--- src/rtl/axi_lite_master_if.sv ---
// Single-outstanding AXI4-Lite master: turns one requester transaction into an AW/W/B or AR/R
// exchange and returns a one-cycle completion pulse with read data and error flag.
module axi_lite_master_if #(
    parameter int unsigned ADDR_WIDTH = 10
) (
    input  logic                  M_AXI_ACLK,
    input  logic                  M_AXI_ARESETN,

    input  logic                  req_valid,
    output logic                  req_ready,
    input  logic                  req_wen,
    input  logic [ADDR_WIDTH-1:0] req_addr,
    input  logic [31:0]           req_wdata,
    output logic                  resp_valid,
    output logic [31:0]           resp_rdata,
    output logic                  resp_err,

    output logic [ADDR_WIDTH-1:0] M_AXI_AWADDR,
    output logic                  M_AXI_AWVALID,
    input  logic                  M_AXI_AWREADY,
    output logic [31:0]           M_AXI_WDATA,
    output logic [3:0]            M_AXI_WSTRB,
    output logic                  M_AXI_WVALID,
    input  logic                  M_AXI_WREADY,
    input  logic [1:0]            M_AXI_BRESP,
    input  logic                  M_AXI_BVALID,
    output logic                  M_AXI_BREADY,
    output logic [ADDR_WIDTH-1:0] M_AXI_ARADDR,
    output logic                  M_AXI_ARVALID,
    input  logic                  M_AXI_ARREADY,
    input  logic [31:0]           M_AXI_RDATA,
    input  logic [1:0]            M_AXI_RRESP,
    input  logic                  M_AXI_RVALID,
    output logic                  M_AXI_RREADY
);

    typedef enum logic [2:0] {StIdle, StWrite, StWresp, StRead, StRdata} state_e;

    state_e                  state_q, state_d;
    logic [ADDR_WIDTH-1:0]   awaddr_q, awaddr_d;
    logic [ADDR_WIDTH-1:0]   araddr_q, araddr_d;
    logic [31:0]             wdata_q, wdata_d;
    logic                    awvalid_q, awvalid_d;
    logic                    wvalid_q, wvalid_d;
    logic                    arvalid_q, arvalid_d;
    logic                    resp_valid_q, resp_valid_d;
    logic                    resp_err_q, resp_err_d;
    logic [31:0]             rdata_q, rdata_d;

    // Only bit [1] of a response distinguishes OKAY/EXOKAY from SLVERR/DECERR.
    logic unused_resp;
    assign unused_resp = ^{M_AXI_BRESP[0], M_AXI_RRESP[0]};

    always_ff @(posedge M_AXI_ACLK or negedge M_AXI_ARESETN) begin
        if (!M_AXI_ARESETN) begin
            state_q      <= StIdle;
            awaddr_q     <= '0;
            araddr_q     <= '0;
            wdata_q      <= '0;
            awvalid_q    <= 1'b0;
            wvalid_q     <= 1'b0;
            arvalid_q    <= 1'b0;
            resp_valid_q <= 1'b0;
            resp_err_q   <= 1'b0;
            rdata_q      <= '0;
        end else begin
            state_q      <= state_d;
            awaddr_q     <= awaddr_d;
            araddr_q     <= araddr_d;
            wdata_q      <= wdata_d;
            awvalid_q    <= awvalid_d;
            wvalid_q     <= wvalid_d;
            arvalid_q    <= arvalid_d;
            resp_valid_q <= resp_valid_d;
            resp_err_q   <= resp_err_d;
            rdata_q      <= rdata_d;
        end
    end

    always_comb begin
        state_d      = state_q;
        awaddr_d     = awaddr_q;
        araddr_d     = araddr_q;
        wdata_d      = wdata_q;
        awvalid_d    = awvalid_q;
        wvalid_d     = wvalid_q;
        arvalid_d    = arvalid_q;
        resp_valid_d = 1'b0;
        resp_err_d   = resp_err_q;
        rdata_d      = rdata_q;

        unique case (state_q)
            StIdle: begin
                if (req_valid) begin
                    awaddr_d = req_addr;
                    araddr_d = req_addr;
                    wdata_d  = req_wdata;
                    if (req_wen) begin
                        awvalid_d = 1'b1;
                        wvalid_d  = 1'b1;
                        state_d   = StWrite;
                    end else begin
                        arvalid_d = 1'b1;
                        state_d   = StRead;
                    end
                end
            end
            StWrite: begin
                // AW and W retire independently, in either order or together.
                if (M_AXI_AWREADY) awvalid_d = 1'b0;
                if (M_AXI_WREADY)  wvalid_d  = 1'b0;
                if (!awvalid_d && !wvalid_d) state_d = StWresp;
            end
            StWresp: begin
                if (M_AXI_BVALID) begin
                    resp_err_d   = M_AXI_BRESP[1];
                    resp_valid_d = 1'b1;
                    state_d      = StIdle;
                end
            end
            StRead: begin
                if (M_AXI_ARREADY) begin
                    arvalid_d = 1'b0;
                    state_d   = StRdata;
                end
            end
            StRdata: begin
                if (M_AXI_RVALID) begin
                    rdata_d      = M_AXI_RDATA;
                    resp_err_d   = M_AXI_RRESP[1];
                    resp_valid_d = 1'b1;
                    state_d      = StIdle;
                end
            end
            default: state_d = StIdle;
        endcase
    end

    assign req_ready     = (state_q == StIdle);
    assign resp_valid    = resp_valid_q;
    assign resp_rdata    = rdata_q;
    assign resp_err      = resp_err_q;
    assign M_AXI_AWADDR  = awaddr_q;
    assign M_AXI_AWVALID = awvalid_q;
    assign M_AXI_WDATA   = wdata_q;
    assign M_AXI_WSTRB   = 4'hF;
    assign M_AXI_WVALID  = wvalid_q;
    assign M_AXI_BREADY  = (state_q == StWresp);
    assign M_AXI_ARADDR  = araddr_q;
    assign M_AXI_ARVALID = arvalid_q;
    assign M_AXI_RREADY  = (state_q == StRdata);

endmodule

--- config.mk ---
export PLATFORM = sky130hd
export DESIGN_NAME = axi_lite_master_if
export DESIGN_NICKNAME = d
export VERILOG_FILES = /design/src/rtl/axi_lite_master_if.sv
export SDC_FILE = /design/constraint.sdc
export NUM_CORES = 1
export LEC_CHECK = 0
export ABC_AREA = 1
export BUFFER_PORTS_ARGS = -buffer_cell sky130_fd_sc_hd__buf_4
export CAP_MARGIN = 0
export CORE_AREA = 8 8 98 100
export CTS_CLUSTER_DIAMETER = 80
export DETAILED_ROUTE_END_ITERATION = 8
export DIE_AREA = 0 0 106 108
export PLACE_DENSITY = 0.81
export SLEW_MARGIN = 15
export SYNTH_ARGS = -nofsm -noshare
export SYNTH_HDL_FRONTEND = slang
export SYNTH_SLANG_ARGS = --single-unit
--- constraint.sdc ---
create_clock -name M_AXI_ACLK -period 1.5 [get_ports M_AXI_ACLK]
set_input_delay 0.45 -clock M_AXI_ACLK [delete_from_list [all_inputs] [get_ports M_AXI_ACLK]]
set_output_delay 0.45 -clock M_AXI_ACLK [all_outputs]
set_load 0.005 [all_outputs]
==> run metrics, run 1 <==
Crit Path Class reg -> out; crit path from state_q[1]; clock-pin slew on the worst setup and hold paths 0.08 ns; layout cells sized above 1 0.382; Final Max Slew Viols 0; drt pass-1 iters 4; vias in the first global route 3411; final setup fails 3; CTS tree yes; fill count between 600 and 700; core area 8050 µm²; antenna violations before repair 0; Inserted Diodes 0; most common cell after layout, fill and taps aside buf_4; Initial Util 0.434; worst r2r dst resp_err; Cells after Synth about 400; Lkg Pwr between 2 and 3 nW; Ports 183; Routed WL 10700 µm; worst skew pair latency 0.35 ns; routed via count 3322; global-route wire length before repair 16900 µm; VDD IR-drop max ~0.00097 V; Max FO, Critical Path 4; post-DR wirelength/cell approximately 16 µm; synthesized flop and latch total 82; final hold viol count 0; sequential element share of the synthesized area 0.588; worst hold path type in -> async; Critical Path Sink Type output port; met1 WL 4030 µm; commonest cells after routing, fill and taps aside 189 x buf_4, 169 x nand2_1, 80 x dfrtp_1; Synth area leader dfrtp_1; CP required approximately 1.1 ns; Syn. warnings 0; Clock Sinks 82; Worst Setup EP M_AXI_BREADY; Post-DP Area about 4900 µm²; RSZ-0062 raised after global routing yes; Max Cap Viol 0; Final Skew ~0.015 ns; Fmax 0.604 GHz; outcome finished with violations; minimum clock period 1.66 ns; pin count of the biggest net entering global routing 83; DP Wirelength 7750 µm; Routed Antenna Nets 0; Chip Width between 100 and 150 µm; reg-to-reg slack, setup 0.05 ns; Die H 108 µm; drt drc 0; met2 wire length around 5000 µm; Unique masters post-synth 17; Setup TNS -0.456 ns; Vias/cell 4.84; H-tree levels 3; depth of the most critical reg-to-reg path 9; First DRT Iteration DRCs 89; global route overflow 0; Post-Syn Area per Cell about 8.6 µm²; DR top layer met4; pwr dens between 2000 and 2500 nW/µm²; synth top area cells dfrtp_1 59%, nand2_1 18%, nand3_1 11%, buf_4 3.0%, inv_1 1.6%; maximum clock insertion buffer count 2; hold_buf cts 0; Period Utilization, post-route 1.10; CTS buffer count 9; final net count 664; Setup crit start kind register; Reg2Reg Launch Point state_q[2]; Synth top area share 0.588; die area 11400 µm²; DP Worst Slack 0.0412 ns; clk root buf clkbuf_8; synthesized area ~3500 µm²; Arr. time, crit path 1.21 ns; Final WS setup -0.156 ns; failing checks negative setup slack; Area Overhead vs Synth 47.8%; fin area 5160 µm²; num rows 33; Tot GR Track Use 0.184; gp weighted congestion 0.818; metal3 WL around 1400 µm; PortBufs 176
[layout make-up]
cell class / instances / area (µm²) / share of cell area
Clock buffer: 9 / 124 / 0.0240
Timing Repair Buffer: 196 / 1540 / 0.298
Sequential cell: 82 / 2050 / 0.398
Tap cell: 105 / 131 / 0.0255
Clock inverter: 6 / 82.6 / 0.0160
Multi-Input combinational cell: 271 / 1170 / 0.226
Inverter: 17 / 63.8 / 0.0124
[Yosys cell counts]
master / instances
a21oi_1: 4
buf_2: 10
buf_4: 14
buf_6: 4
clkbuf_1: 9
conb_1: 1
dfrtp_1: 82
inv_1: 15
inv_2: 2
nand2_1: 169
nand2_2: 2
nand3_1: 79
nand3b_1: 1
nor2_1: 7
nor3_4: 1
o21a_1: 2
o21ai_0: 2
[worst max-delay path, cell delays in order (launching register included)]
cell     delay, ns
dfrtp_2       0.45
buf_4         0.16
nand3_4       0.09
inv_2         0.04
buf_4         0.13
[cells by family after synthesis]
kind of cell    count (synthesis)  share of synthesized area
flops                          82                      0.588
compound gates                  8                     0.0129
buf+inv                        54                     0.0853
other cells                     1                    0.00107
simple gates                  259                      0.313
[power by group]
part           total, mW  internal (mW)  leakage [nW]  switching (mW)
clock               1.69          0.920         0.105           0.769
combinational       4.73           2.49          1.82            2.24
sequential          3.99           3.29          1.03           0.695
[through the flow]
step           hold WS, ns  utilization  total power, mW  std cells
3_3_place_gp         0.454        0.603             8.36        664
4_1_cts              0.135        0.638             10.5        686
2_1_floorplan        0.154            -             5.98        407
6_report             0.116        0.641             10.4        686
3_5_place_dp         0.460        0.603             8.57        664
5_1_grt              0.161        0.641             11.2        686
[per-layer routing]
layer,vias up,GRT usage
li1,1602,-
met1,1545,0.199
met2,159,0.298
met3,16,0.0952
met4,0,0.0774
met5,-,0
[worst min path at each step]
stage                         startpoint         endpoint  cells past startpoint
final                      M_AXI_ARESETN     M_AXI_WVALID                      2
after floorplan            M_AXI_ARESETN  M_AXI_ARADDR[0]                      0
after detailed placement  resp_rdata[22]   resp_rdata[22]                      2
after CTS                  M_AXI_ARESETN     M_AXI_WVALID                      2
after global routing       M_AXI_ARESETN    resp_rdata[2]                      2
after global placement     resp_rdata[3]    resp_rdata[3]                      2
[registers in the layout, summed over array words and instances (netlist names)]
name,count
M_AXI_AWVALID,1
state_q,3
M_AXI_ARADDR,10
M_AXI_ARVALID,1
M_AXI_WVALID,1
M_AXI_WDATA,32
resp_err,1
resp_rdata,32
resp_valid,1
[repair_timing]
action | in CTS | in global routing
pin swaps | 1 | 0
cloned | 0 | 0
buffers inserted | 7 | 0
endpoints found under the setup margin | 3 | 38
gates resized for setup | 8 | 7
Note: power is estimated with default switching activity, not from simulation.
==> inputs of run 2 (changes only) <==
==> constraint.sdc (replaced) <==
create_clock -name M_AXI_ACLK -period 1.9 [get_ports M_AXI_ACLK]
set_input_delay 0.57 -clock M_AXI_ACLK [delete_from_list [all_inputs] [get_ports M_AXI_ACLK]]
set_output_delay 0.57 -clock M_AXI_ACLK [all_outputs]
set_load 0.005 [all_outputs]
==> run 2 against run 1 <==
Net effect: the run now ends clean; setup slack improved by 0.26 ns; final cell count decreased by 1.3%; core utilization shrank 1.7 points; largest power group unchanged.
==> run metrics, run 2 (synthesis results as in run 1) <==
Worst Setup EP M_AXI_BREADY; Internal Power 5.01 mW; outcome finished, final reports clean; Lkg Pwr 2.88 nW; gp weighted congestion 0.828; Area Overhead vs Synth 43.9%; pin count of the biggest net entering global routing 83; vias in the first global route roughly 3300; fin area roughly 5000 µm²; post-DR wirelength/cell 14.9 µm; maximum clock insertion buffer count 2; Fmax 0.555 GHz; global-route wire length before repair 16200 µm; First DRT Iteration DRCs between 100 and 150; Critical Path Sink Type output port; clock network power share 0.153; Post-DP Area 4810 µm²; Arr. time, crit path 1.23 ns; depth of the most critical reg-to-reg path 7; PortBufs 176; die area 11400 µm²; Combinational Power Share 0.445; fill count 683; Reg2Reg Launch Point state_q[2]; CTS tree yes; layout cells sized above 1 0.369; slew margin rel. 0.598; Tot GR Track Use 0.172; worst r2r dst resp_err; Setup TNS 0 ns; routed via count roughly 3300; final net count 655; final hold viol count 0; Routed WL between 10000 and 15000 µm; Routed Antenna Nets 0; Sw Ratio 0.361; drt pass-1 iters 4; worst hold path type in -> async; core area 8050 µm²; worst skew pair latency 0.33 ns; Period Utilization, post-route 0.948; pwr dens 1560 nW/µm²; Die H roughly 110 µm; Max FO, Critical Path 5; global route overflow 0; Final Skew 0.00805 ns; Crit Path Class reg -> out; Setup crit start kind register; Inserted Diodes 0; H-tree levels 3; drt drc 0; VDD IR-drop max roughly 0.00076 V; Ports 183; Reg power frac 0.402; NetSw roughly 2.8 mW; commonest cells after routing, fill and taps aside 184 x buf_4, 169 x nand2_1, 79 x dfrtp_1, 79 x nand3_1, 14 x inv_1; Clock Sinks 82; minimum clock period between 1.5 and 2 ns; CP required 1.33 ns; clk root buf clkbuf_8; crit path from state_q[0]; DP Wirelength 7530 µm; final setup fails 0; clock-pin slew on the worst setup and hold paths 0.08 ns; Design Power 7.83 mW; CTS buffer count 9; Final Max Slew Viols 0; Chip Width roughly 110 µm; Max Cap Viol 0; worst-margin pin slew 0.601 ns; most common cell after layout, fill and taps aside buf_4; Vias/cell 4.83; reg-to-reg slack, setup around 0.23 ns; num rows 33; antenna violations before repair 0; Initial Util 0.434
[run 2: what timing repair did]
| action | in CTS | in global routing |
|---|---|---|
| setup buffers | 0 | 2 |
| hold buffers | 0 | 0 |
| setup endpoints to repair | 0 | 3 |
| gates resized for setup | 0 | 6 |
[run 2: worst min path at each step]
| stage | from | to | slack (ns) | depth (start not counted) |
|---|---|---|---|---|
| 2_1_floorplan | M_AXI_ARESETN | M_AXI_ARADDR[0] | 0.27 | 0 |
| 5_1_grt | M_AXI_ARESETN | resp_rdata[4] | 0.28 | 2 |
| 3_5_place_dp | resp_rdata[9] | resp_rdata[9] | 0.46 | 2 |
| 4_1_cts | M_AXI_ARESETN | M_AXI_ARADDR[3] | 0.26 | 2 |
| 3_3_place_gp | resp_rdata[14] | resp_rdata[14] | 0.45 | 2 |
| 6_report | M_AXI_ARESETN | resp_rdata[6] | 0.23 | 2 |
[run 2: critical path, cell delays in order (launching register included)]
cell and delay [ns]:
dfrtp_2 0.45, inv_1 0.10, nand3_1 0.13, inv_2 0.10
buf_4 0.11
[run 2: power groups by stage]
stage / logic (mW) / registers [mW] / clock network (mW)
finish: 3.48 / 3.15 / 1.20
global route: 3.92 / 3.25 / 1.31
CTS: 3.52 / 3.14 / 1.23
detailed placement: 3.52 / 3.15 / 0
global placement: 3.42 / 3.11 / 0
floorplan: 1.55 / 3.17 / 0
[run 2: area by class of cell]
type                    count  area, µm²  area share
clock inverters             5       56.3      0.0112
flip-flops and latches     82       2060       0.409
inverters                  17       63.8      0.0127
well taps                 105        131      0.0262
multi-input cells         271       1150       0.230
clock buffers              10        128      0.0254
repair buffers            187       1430       0.285
[run 2: layer usage]
layer / global-route usage / vias to the layer above / wire (µm)
met2: 0.255 / 153 / 4480
met1: 0.207 / 1526 / 4100
met3: 0.0928 / 14 / 1310
met4: 0.0633 / 0 / 191
li1: - / 1580 / -
met5: 0 / - / 0
[run 2: through the flow]
| step | util | hold WS, ns | setup WS, ns | std cells |
|---|---|---|---|---|
| after global placement | 0.598 | 0.454 | 0.292 | 660 |
| after detailed placement | 0.598 | 0.460 | 0.271 | 660 |
| after global routing | 0.624 | 0.283 | -0.000585 | 677 |
| after CTS | 0.621 | 0.258 | 0.00792 | 675 |
| final | 0.624 | 0.228 | 0.0997 | 677 |
| after floorplan | - | 0.274 | 0.365 | 407 |
==> inputs of run 3 (changes only) <==
--- a/config.mk
+++ b/config.mk
@@ -9,6 +9,7 @@
 export BUFFER_PORTS_ARGS = -buffer_cell sky130_fd_sc_hd__buf_4
 export CAP_MARGIN = 0
 export CORE_AREA = 8 8 98 100
+export CTS_BUF_LIST = sky130_fd_sc_hd__clkbuf_16
 export CTS_CLUSTER_DIAMETER = 80
 export DETAILED_ROUTE_END_ITERATION = 8
 export DIE_AREA = 0 0 106 108
==> run 3 against run 2 <==
Net effect: final cell count shrank 0.15%; critical path depth did not move; first-iteration DRC count fell by 10%; non-clock buffer count down 1; maximum frequency down 0.94%; routed wire length shrank 0.19%; via count decreased by 0.46%; worst hold slack improved by 0.017 ns; register-to-register slack better by 0.02 ns; global-route usage barely moved; die area unchanged; highest routed layer unchanged.
==> run metrics, run 3 (synthesis results as in run 1) <==
reg-to-reg slack, setup ~0.25 ns; antenna violations before repair 0; Tot GR Track Use 0.172; most common cell after layout, fill and taps aside buf_4; depth of the most critical reg-to-reg path 7; hold_buf cts 0; WHS about 0.24 ns; Arr. time, crit path 1.25 ns; Routed WL 10100 µm; final net count 654; Final Skew 0.00919 ns; final hold viol count 0; First DRT Iteration DRCs 97; Area Overhead vs Synth 46.4%; Ports 183; final setup fails 0; die area 11400 µm²; Max Cap Viol 0; Period Utilization, post-route 0.956; CTS tree yes; multi-input logic area 1150 µm²; slew margin rel. 0.595; Setup TNS 0 ns; worst r2r dst resp_err; CTS buffer count 9; Final WS setup 0.0827 ns; CP Cell Sequence nor2_2 -> nand2_1 -> inv_2 -> buf_4; Die H about 110 µm; worst-margin pin slew about 0.61 ns; core area 8050 µm²; maximum clock insertion buffer count 2; CP required 1.33 ns; DP Wirelength 7530 µm; layout cells sized above 1 0.366; PortBufs roughly 180; Design Power 8.27 mW; pwr dens 1620 nW/µm²; clock-pin slew on the worst setup and hold paths 0.06 ns; drt pass-1 iters 6; register area 2050 µm²; VDD IR-drop max around 0.00075 V; clk root buf clkbuf_16; Post-DP Area approximately 4800 µm²; Max FO, Critical Path 6; commonest cells after routing, fill and taps aside 184 x buf_4, 169 x nand2_1, 80 x dfrtp_1; gp weighted congestion slightly above 0.8; Lkg Pwr 2.92 nW; worst hold path type in -> async; Critical Path Sink Type output port; routed via count 3258; outcome finished, final reports clean; DP Worst Slack around 0.27 ns; Vias/cell 4.82; num rows 33; Fmax 0.550 GHz; Chip Width 106 µm; Setup crit start kind register; Worst Setup EP req_ready; drt drc 0; Worst path max stage delay 0.46 ns; minimum clock period 1.82 ns; post-DR wirelength/cell 14.9 µm; H-tree levels 3; pin count of the biggest net entering global routing 83; global-route wire length before repair 16100 µm; Reg2Reg Launch Point state_q[2]; vias in the first global route 3269; global route overflow 0; worst skew pair latency 0.32 ns; fill count between 600 and 700; fin area 5110 µm²; Inserted Diodes 0; Final Max Slew Viols 0; Crit Path Class reg -> out; crit path from state_q[1]; Clock Sinks a little over 80; Routed Antenna Nets 0; Initial Util 0.434; Crit-path slowest cell dfrtp_1
run 3: worst max-delay path, delay by kind of cell, from the launching register on:
| kind | cells | cell delay [ns] |
|---|---|---|
| buffers and inverters | 2 | 0.21 |
| flip-flops | 1 | 0.46 |
| AND/OR/NAND/NOR | 2 | 0.26 |
run 3: per-stage QoR:
| step | std cells | util |
|---|---|---|
| 2_1_floorplan | 407 | - |
| 3_3_place_gp | 660 | 0.598 |
| 3_5_place_dp | 660 | 0.598 |
| 4_1_cts | 675 | 0.633 |
| 5_1_grt | 676 | 0.635 |
| 6_report | 676 | 0.635 |
run 3: what timing repair did:
action | CTS | global route
endpoints found under the setup margin | 0 | 3
gates resized for setup | 0 | 4
buffers inserted | 0 | 1
run 3: how the worst min path moves through the flow:
stage,start,endpoint,cells past startpoint
2_1_floorplan,M_AXI_ARESETN,M_AXI_ARADDR[0],0
3_3_place_gp,resp_rdata[14],resp_rdata[14],2
3_5_place_dp,resp_rdata[9],resp_rdata[9],2
4_1_cts,M_AXI_ARESETN,resp_rdata[6],2
5_1_grt,M_AXI_ARESETN,resp_rdata[4],2
6_report,M_AXI_ARESETN,resp_rdata[6],2
run 3: layout make-up:
cell class | count | area share
clock inverter | 6 | 0.0118
inverter | 17 | 0.0125
multi-input combinational | 271 | 0.226
tap | 105 | 0.0257
clock buffer | 9 | 0.0441
sequential | 82 | 0.402
timing repair buffer | 186 | 0.278
run 3: power breakdown:
group | internal, mW | switching, mW | total (mW)
clock network | 1.00 | 0.646 | 1.65
logic | 1.79 | 1.67 | 3.46
registers | 2.60 | 0.556 | 3.16
run 3: layer usage:
layer | vias to the layer above | part of all wire | track usage
met5 | - | 0 | 0
met4 | 0 | 0.011 | 0.0573
met3 | 6 | 0.13 | 0.102
met2 | 149 | 0.45 | 0.256
met1 | 1523 | 0.41 | 0.204
li1 | 1580 | - | -
